$ cat src/rtl/spwm_pkg.sv
// Shared types and default constants for the sine-PWM run/stop sequencer.
package spwm_pkg;

  typedef enum logic [2:0] {
    ST_IDLE      = 3'd0,
    ST_PRECHARGE = 3'd1,
    ST_RAMP      = 3'd2,
    ST_RUN       = 3'd3,
    ST_RAMPDN    = 3'd4,
    ST_FAULT     = 3'd5
  } spwm_state_e;

  localparam int unsigned DT_CYCLES_DEF        = 12;
  localparam int unsigned PRECHARGE_CYCLES_DEF = 1200;
  localparam int unsigned AMP_W_DEF            = 12;
  localparam int unsigned AMP_STEP_DEF         = 4;
  localparam int unsigned AMP_MAX_DEF          = 2047;

endpackage

$ cat src/rtl/deadtime_gen.sv
// One complementary gate pair: registered outputs with dead time inserted on
// every comparator change, plus forced low-side-on and all-off modes.
module deadtime_gen
  import spwm_pkg::*;
#(
  parameter int unsigned DT_CYCLES = DT_CYCLES_DEF
) (
  input  logic clk,
  input  logic rst_n,
  input  logic cmp,
  input  logic force_lo,
  input  logic force_off,
  output logic gate_h,
  output logic gate_l
);

  localparam int CW = $clog2(DT_CYCLES + 1);

  // target is the last sampled comparator level; cnt counts down the dead
  // time still owed before the matching gate may turn on (0 = settled).
  logic          target;
  logic [CW-1:0] cnt;

  always_ff @(posedge clk or negedge rst_n) begin
    if (!rst_n) begin
      target <= 1'b0;
      cnt    <= '0;
      gate_h <= 1'b0;
      gate_l <= 1'b0;
    end else if (force_off) begin
      target <= cmp;
      cnt    <= '0;
      gate_h <= 1'b0;
      gate_l <= 1'b0;
    end else if (force_lo) begin
      // Leaving precharge, a phase whose comparator is high sees a change.
      target <= 1'b0;
      cnt    <= '0;
      gate_h <= 1'b0;
      gate_l <= 1'b1;
    end else if (cmp != target) begin
      target <= cmp;
      cnt    <= CW'(DT_CYCLES);
      gate_h <= 1'b0;
      gate_l <= 1'b0;
    end else if (cnt == CW'(1)) begin
      cnt    <= '0;
      gate_h <= target;
      gate_l <= ~target;
    end else if (cnt != '0) begin
      cnt    <= cnt - 1'b1;
    end
  end

endmodule

$ cat src/rtl/spwm_sequencer.sv
// Run/stop/fault sequencer for the three-phase sine-PWM bridge: owns the
// state machine, bootstrap precharge timer and amplitude ramp.
module spwm_sequencer
  import spwm_pkg::*;
#(
  parameter int unsigned DT_CYCLES        = DT_CYCLES_DEF,
  parameter int unsigned PRECHARGE_CYCLES = PRECHARGE_CYCLES_DEF,
  parameter int unsigned AMP_W            = AMP_W_DEF,
  parameter int unsigned AMP_STEP         = AMP_STEP_DEF,
  parameter int unsigned AMP_MAX          = AMP_MAX_DEF
) (
  input  logic             clk,
  input  logic             rst_n,
  input  logic             run_req,
  input  logic             fault,
  input  logic             fault_clr,
  input  logic             carrier_pk,
  input  logic             cmp_a,
  input  logic             cmp_b,
  input  logic             cmp_c,
  output logic             gate_ah,
  output logic             gate_al,
  output logic             gate_bh,
  output logic             gate_bl,
  output logic             gate_ch,
  output logic             gate_cl,
  output logic [AMP_W-1:0] amp,
  output logic [2:0]       state
);

  localparam int PC_W = $clog2(PRECHARGE_CYCLES + 1);
  localparam logic [PC_W-1:0]  PRE_LAST = PC_W'(PRECHARGE_CYCLES - 1);
  localparam logic [AMP_W:0]   STEP_X   = (AMP_W + 1)'(AMP_STEP);
  localparam logic [AMP_W:0]   MAX_X    = (AMP_W + 1)'(AMP_MAX);
  localparam logic [AMP_W-1:0] STEP_N   = AMP_W'(AMP_STEP);
  localparam logic [AMP_W-1:0] MAX_N    = AMP_W'(AMP_MAX);

  spwm_state_e      state_q, state_d;
  logic [AMP_W-1:0] amp_q, amp_d;
  logic [PC_W-1:0]  pre_q, pre_d;
  logic [AMP_W:0]   amp_up_x;
  logic [AMP_W-1:0] amp_up, amp_dn;
  logic             force_off, force_lo;

  // Saturating steps; the up sum is one bit wider so it cannot wrap.
  always_comb begin
    amp_up_x = {1'b0, amp_q} + STEP_X;
    amp_up   = (amp_up_x >= MAX_X) ? MAX_N : amp_up_x[AMP_W-1:0];
    amp_dn   = (amp_q > STEP_N) ? (amp_q - STEP_N) : '0;
  end

  always_ff @(posedge clk or negedge rst_n) begin
    if (!rst_n) begin
      state_q <= ST_IDLE;
      amp_q   <= '0;
      pre_q   <= '0;
    end else begin
      state_q <= state_d;
      amp_q   <= amp_d;
      pre_q   <= pre_d;
    end
  end

  // The ramp direction follows the state being entered, so a carrier peak
  // coinciding with a run_req change steps the new way.
  always_comb begin
    state_d = state_q;
    amp_d   = amp_q;
    pre_d   = pre_q;
    if (fault) begin
      state_d = ST_FAULT;
      amp_d   = '0;
      pre_d   = '0;
    end else begin
      unique case (state_q)
        ST_IDLE: begin
          amp_d = '0;
          if (run_req) state_d = ST_PRECHARGE;
        end
        ST_PRECHARGE: begin
          if (!run_req) begin
            state_d = ST_IDLE;
            pre_d   = '0;
          end else if (pre_q == PRE_LAST) begin
            state_d = ST_RAMP;
            pre_d   = '0;
          end else begin
            pre_d = pre_q + 1'b1;
          end
        end
        ST_RAMP, ST_RUN, ST_RAMPDN: begin
          if (run_req && state_q != ST_RUN) begin
            state_d = ST_RAMP;
            if (carrier_pk) begin
              amp_d = amp_up;
              if (amp_up == MAX_N) state_d = ST_RUN;
            end
          end else if (!run_req) begin
            state_d = ST_RAMPDN;
            if (carrier_pk) begin
              amp_d = amp_dn;
              if (amp_dn == '0) state_d = ST_IDLE;
            end
          end
        end
        ST_FAULT: begin
          amp_d = '0;
          if (fault_clr && !run_req) state_d = ST_IDLE;
        end
        default: begin
          state_d = ST_FAULT;
          amp_d   = '0;
          pre_d   = '0;
        end
      endcase
    end
    force_off = (state_d == ST_IDLE) || (state_d == ST_FAULT);
    force_lo  = (state_d == ST_PRECHARGE);
  end

  deadtime_gen #(.DT_CYCLES(DT_CYCLES)) u_dt_a (
    .clk(clk), .rst_n(rst_n), .cmp(cmp_a), .force_lo(force_lo),
    .force_off(force_off), .gate_h(gate_ah), .gate_l(gate_al)
  );

  deadtime_gen #(.DT_CYCLES(DT_CYCLES)) u_dt_b (
    .clk(clk), .rst_n(rst_n), .cmp(cmp_b), .force_lo(force_lo),
    .force_off(force_off), .gate_h(gate_bh), .gate_l(gate_bl)
  );

  deadtime_gen #(.DT_CYCLES(DT_CYCLES)) u_dt_c (
    .clk(clk), .rst_n(rst_n), .cmp(cmp_c), .force_lo(force_lo),
    .force_off(force_off), .gate_h(gate_ch), .gate_l(gate_cl)
  );

  assign amp   = amp_q;
  assign state = state_q;

endmodule

$ cat config.mk
export PLATFORM = sky130hd
export DESIGN_NAME = spwm_sequencer
export DESIGN_NICKNAME = d
export VERILOG_FILES = /design/src/rtl/spwm_pkg.sv /design/src/rtl/deadtime_gen.sv /design/src/rtl/spwm_sequencer.sv
export SDC_FILE = /design/constraint.sdc
export NUM_CORES = 1
export LEC_CHECK = 0
export CAP_MARGIN = 20
export CORE_MARGIN = 1.5
export CORE_UTILIZATION = 40
export CTS_CLUSTER_DIAMETER = 40
export CTS_CLUSTER_SIZE = 20
export DETAILED_ROUTE_END_ITERATION = 10
export PLACE_DENSITY = 0.6
export SETUP_SLACK_MARGIN = 0.1
export SYNTH_ARGS = -nofsm -noshare
export SYNTH_HDL_FRONTEND = slang
export SYNTH_HIERARCHICAL = 1
export SYNTH_SLANG_ARGS = --single-unit
$ cat constraint.sdc
create_clock -name clk -period 8.15 [get_ports clk]
set_input_delay 1.2225 -clock clk [delete_from_list [all_inputs] [get_ports clk]]
set_output_delay 1.2225 -clock clk [all_outputs]
set_load 0.01 [all_outputs]
==> impl_metrics.yaml, run 1 <==
critical_path:
  path_max_fanout: 21
  worstSetupPathType: "input port to flop"
  rr_worst_depth: 8
  cp.arrival_ns: 3.99
  critPathRequiredTime_ns: 8.34
  r2r_setup_slack_ns: 4.45
  endpoint_kind: "flop"
  reg2reg_to: "u_dt_c/gate_h$_DFFE_PN0P_"
  start_kind: "input port"
  r2r_start: "amp[4]$_DFFE_PN0P_"
pwr:
  p_comb_frac: 0.214
  p_sw_mw: 0.157
  seqPwrFrac: 0.504
  p_leak_nw: 1.65
  power_frac_clock: 0.282
  finalPower_mw: 0.503
  vdd_ir_drop_max_uv: 62.8
  p_sw_frac: 0.313
  p_int_mw: 0.346
  power_density_mw_per_mm2: 129
sta:
  drv_slew: 0
  worst_pin_slew_ns: 0.847
  skew_ns: 0.00630
  setup_viol: 0
  hold_viol_final: 0
  slew_headroom: 0.436
  rsz0062_at_grt: "no"
  setup_tns_ns: 0
  fin_crit_ns: 3.80
  fin_ws_ns: 4.35
  max_freq_mhz: 263
  post-route-period-util: 0.466
synth:
  syn_area_mm2: 0.00348
  ys_seq_area_frac: 0.338
  yosys_warnings: 6
  synth_edf_count: 0
  synthFlopType: "dfrtp_1"
  avgSynthCellArea_um2: 8.88
  yosys.area.top_type_share: 0.338
  ys_ff_latch: 47
  ys_top_cells_by_area: "dfrtp_1 (34%), ha_1 (7.2%), o21ai_0 (5.6%)"
  yosysTopAreaCell: "dfrtp_1"
  synth_cells: 392
  async_flop_share: 1.00
  synth.net_count: 421
  synth_cell_types: 65
global_route:
  grt_antenna_before_repair: 0
  grt_overflow: 0
  grt_max_degree: 48
  track_usage: 0.180
  grt_pass1_wl_mm: 13.1
  grt_pass1_vias: 2831
cts:
  cts_max_level: 2
  post_cts_buffers: 0
  cts_sinks: 47
  cts_resized: 0
  cts_buffers: 5
  root_buffer: "clkbuf_8"
  hold_buffers: 0
  clkTransAtPathRegs_ns: 0.09
  clk_latency_ns: 0.30
  cts.path.max_buffers: 2
  cts_tree: "done"
drt:
  ant_nets: 0
  routedWlPerCell_um: 15.0
  drc_errors: 0
  drt_iter0_drc: 152
  dr.pass1.iters: 4
  vias_per_cell: 5.69
  finalWirelength_mm: 7.74
  via_count: 2938
placed_design:
  place.port_buffers: 29
  routabilityCongestion: 0.818
  pre_cts_ws_ns: 4.02
  hpwlAfterDp_mm: 5.51
  placed_cells: 508
final_layout:
  drive_above_1_share: 0.107
  antenna_cells: 0
  layout.nets: 440
  final_cell_mix: "dfrtp_1 (47), o21ai_0 (39), nor2_1 (34)"
  fin_cells: 516
  area_growth_syn_to_layout_pct: 12.3
  fin_util: 0.469
  final_common_cell: "dfrtp_1"
worst_hold_path:
  hp-class: "flop to flop"
  hold_path_depth: 1
  holdPathEnd: "pre_q[10]$_DFFE_PN0P_"
  hold_path.startpoint: "pre_q[10]$_DFFE_PN0P_"
floorplanning:
  die_width_um: 96.3
  die_y_um: 96.3
  dieArea_mm2: 0.00927
  start_util: 0.417
  num_rows: 33
  ios: 30
  core_area_mm2: 0.00834
status:
  run_status: "finished, final reports clean"
run:
  max-cap-violations: 0
## power by group through the flow
stage | Clock, mW | Combinational, mW | Sequential [mW]
floorplan | 0 | 0.0779 | 0.254
global placement | 0 | 0.106 | 0.258
detailed placement | 0 | 0.107 | 0.258
CTS | 0.149 | 0.108 | 0.253
global route | 0.158 | 0.121 | 0.255
finish | 0.142 | 0.108 | 0.254
## flip-flops by register name, summed over array words and instances, names as in the netlist
name	count
state	3
u_dt_b/gate_l	1
u_dt_b/gate_h	1
u_dt_c/gate_h	1
u_dt_c/target	1
u_dt_b/cnt	4
u_dt_b/target	1
u_dt_a/cnt	4
pre_q	11
u_dt_c/gate_l	1
amp	12
u_dt_a/target	1
u_dt_a/gate_h	1
u_dt_a/gate_l	1
u_dt_c/cnt	4
## worst max-delay path by stage
stage | slack (ns) | start | to | depth (start not counted)
final | 4.35 | run_req | u_dt_c/gate_h$_DFFE_PN0P_ | 8
after global routing | 4.15 | run_req | u_dt_c/gate_l$_DFFE_PN0P_ | 9
after CTS | 4.34 | run_req | u_dt_c/gate_h$_DFFE_PN0P_ | 8
after detailed placement | 4.02 | run_req | u_dt_c/gate_h$_DFFE_PN0P_ | 8
after global placement | 4.09 | run_req | u_dt_a/gate_l$_DFFE_PN0P_ | 8
after floorplan | 4.80 | run_req | u_dt_a/gate_h$_DFFE_PN0P_ | 8
## per-stage QoR
stage / hold WS [ns] / cell area [um2]
2_1_floorplan: 0.436 / 3480
3_3_place_gp: 0.466 / 3810
3_5_place_dp: 0.462 / 3810
4_1_cts: 0.483 / 3890
5_1_grt: 0.510 / 3910
6_report: 0.476 / 3910
## area by class of cell
| cell class | instances | area, um2 |
|---|---|---|
| clock inverter | 2 | 13.8 |
| tap | 105 | 131 |
| inverter | 27 | 101 |
| timing repair buffer | 31 | 308 |
| fill | 860 | 4430 |
| multi-input combinational | 299 | 2110 |
| sequential | 47 | 1180 |
| clock buffer | 5 | 68.8 |
## per-layer routing
metal | track usage | routed length, um | vias to the layer above
li1 | - | - | 1468
met3 | 0.0308 | 300 | 7
met2 | 0.299 | 3640 | 51
met1 | 0.237 | 3720 | 1412
met4 | 0.0576 | 80 | 0
met5 | 0 | 0 | -
## worst max-delay path: stages
cell and delay (ns):
clkdlybuf4s50_1 0.56, and2b_1 0.26, and2_1 0.19, a22o_1 0.23, o211a_1 0.16, and2b_1 0.46
a2111oi_4 0.53, mux2_2 0.38
## Yosys cell counts, types with 4 or more instances
library cell and number:
dfrtp_1 47, a21oi_1 17, xnor2_1 6, nand2b_1 6, and3_1 5, a22oi_1 5, mux2_2 7, nor2_1 34
o211ai_1 6, nand3_1 11, nor4b_1 9, o31ai_1 6, o21ai_0 39, nand4_1 5, clkbuf_1 7, nor3b_1 6
inv_1 27, nor3_1 8, a211oi_1 7, a31oi_1 4, mux2i_1 4, ha_1 20, buf_2 8, nand3b_1 6
nand2_1 26
## cell families (layout without fill, tap and decap cells)
logic type,Yosys count,after routing,synth area share
muxes,12,12,0.0385
and+or+nand+nor,146,146,0.244
DFF,47,47,0.338
xor gates and xnor gates,9,9,0.0226
AOI/OAI and AO/OA,112,112,0.227
adders and majority gates,20,20,0.0719
buffers and inverters,46,65,0.0579
Note: power is estimated with default switching activity, not from simulation.
==> run 2, diff against run 1 <==
==> constraint.sdc (replaced) <==
create_clock -name clk -period 3.97 [get_ports clk]
set_input_delay 0.5955 -clock clk [delete_from_list [all_inputs] [get_ports clk]]
set_output_delay 0.5955 -clock clk [all_outputs]
set_load 0.01 [all_outputs]
==> impl_metrics.yaml, run 2 (same netlist as run 1, synthesis figures left out) <==
cts:
  clk_latency_ns: 0.30
  cts_buffers: 5
  post_cts_buffers: 0
  clkTransAtPathRegs_ns: 0.10
  cts_sinks: 47
  cts_max_level: 2
  cts_resized: 0
  root_buffer: "clkbuf_8"
  cts.path.max_buffers: 2
  hold_buffers: 0
  cts_tree: "done"
critical_path:
  path_delay_family: "compound AO/OA/AOI/OAI gates"
  critical_path_cell_count: 8
  path_cells: "nand4_1 -> nor4_1 -> mux2_4 -> a41o_2 -> o211a_1 -> and2b_1 -> a2111oi_4 -> mux2_2"
  rr_worst_depth: 8
  endpoint_kind: "flop"
  path_buf_inv: 0
  r2r_setup_slack_ns: 0.44
  critPathLaunch: "amp[5]$_DFFE_PN0P_"
  slowest_stage: "dfrtp_1"
  slowest_delay_ns: 0.61
  critPathRequiredTime_ns: 4.16
  path_max_fanout: 16
  worstSetupPathType: "flop to flop"
  reg2reg_to: "u_dt_c/gate_l$_DFFE_PN0P_"
  cp.arrival_ns: 3.71
  start_kind: "flop"
  r2r_start: "amp[5]$_DFFE_PN0P_"
global_route:
  grt_overflow: 0
  grt_pass1_wl_mm: 13.7
  track_usage: 0.187
  grt_pass1_vias: 2786
  use_met3: 0.0340
  globalRouteMet2Util: 0.298
  grt_antenna_before_repair: 0
  grt.busiest_layer: "met2"
  grt_use_met1: 0.262
  grt_max_degree: 36
placed_design:
  dpl_cell_area_mm2: 0.00384
  placed_cells: 512
  routabilityCongestion: 0.836
  pre_cts_ws_ns: 0.468
  place.port_buffers: 29
  hpwlAfterDp_mm: 5.72
floorplanning:
  num_rows: 33
  die_y_um: 96.3
  core_area_mm2: 0.00834
  dieArea_mm2: 0.00927
  start_util: 0.417
  ios: 30
  die_width_um: 96.3
sta:
  fin_crit_ns: 3.53
  worst_pin_slew_ns: 0.865
  setup_tns_ns: 0
  fin_ws_ns: 0.441
  hold_viol_final: 0
  drv_slew: 0
  max_freq_mhz: 283
  slew_headroom: 0.421
  post-route-period-util: 0.889
  hold_slack_ns: 0.173
  rsz0062_at_grt: "no"
  skew_ns: 0.00894
  setup_viol: 0
final_layout:
  fillCellCount: 834
  seqCellArea_mm2: 0.00118
  multi_input_area_mm2: 0.00211
  fin_area_mm2: 0.00393
  antenna_cells: 0
  fin_cells: 519
  final_cell_mix: "dfrtp_1 (47), o21ai_0 (39), nor2_1 (34)"
  largest_register_ffs: 12
  fin_util: 0.471
  area_growth_syn_to_layout_pct: 12.8
  final_common_cell: "dfrtp_1"
  drive_above_1_share: 0.114
  layout.nets: 443
drt:
  dr.pass1.iters: 4
  routedWlPerCell_um: 15.6
  drt_iter0_drc: 167
  ant_nets: 0
  finalWirelength_mm: 8.08
  via_count: 2964
  vias_per_cell: 5.71
  drc_errors: 0
pwr:
  p_leak_nw: 1.67
  finalPower_mw: 1.03
  power_density_mw_per_mm2: 264
  vdd_ir_drop_max_uv: 130
status:
  run_status: "finished, final reports clean"
worst_hold_path:
  hp-class: "input port to async pin"
run:
  max-cap-violations: 0
==> run 2: cell types whose count changed in the layout (fill, tap and decap cells not counted), sizes merged <==
| cell | previous run | this run |
|---|---|---|
| buf | 3 | 6 |
==> run 2: per-layer routing <==
metal / vias to the layer above / part of all wire / routed length, um
met2: 59 / 0.47 / 3770
met1: 1436 / 0.49 / 3930
met4: 0 / 0.0057 / 46
li1: 1465 / - / -
met5: - / 0 / 0
met3: 4 / 0.040 / 324
==> run 2: final cells by class <==
| type | count | area share |
|---|---|---|
| clock buffer | 5 | 0.0175 |
| sequential | 47 | 0.300 |
| timing repair buffer | 34 | 0.0822 |
| tap | 105 | 0.0335 |
| multi-input combinational | 299 | 0.538 |
| inverter | 27 | 0.0258 |
| clock inverter | 2 | 0.00351 |
==> run 2: worst max-delay path by stage <==
| stage | to | slack, ns |
|---|---|---|
| floorplan | u_dt_a/gate_h$_DFFE_PN0P_ | 0.81 |
| global placement | u_dt_c/gate_l$_DFFE_PN0P_ | 0.52 |
| detailed placement | u_dt_c/gate_l$_DFFE_PN0P_ | 0.47 |
| CTS | u_dt_c/gate_l$_DFFE_PN0P_ | 0.45 |
| global route | u_dt_c/gate_l$_DFFE_PN0P_ | 0.21 |
| finish | u_dt_c/gate_l$_DFFE_PN0P_ | 0.44 |
==> run 2: worst reg2reg max path: stages (launching register included) <==
cell       delay (ns)
dfrtp_1          0.61
nand4_1          0.20
nor4_1           0.34
mux2_4           0.35
a41o_2           0.31
o211a_1          0.29
and2b_1          0.42
a2111oi_4        0.51
mux2_2           0.38
==> run 2: report_power, final <==
| group | leakage, nW | total, mW | switching [mW] | internal (mW) |
|---|---|---|---|---|
| Combinational | 0.985 | 0.224 | 0.130 | 0.0945 |
| Clock | 0.0440 | 0.290 | 0.169 | 0.121 |
| Sequential | 0.639 | 0.520 | 0.0262 | 0.494 |
| Total | 1.67 | 1.03 | 0.325 | 0.709 |
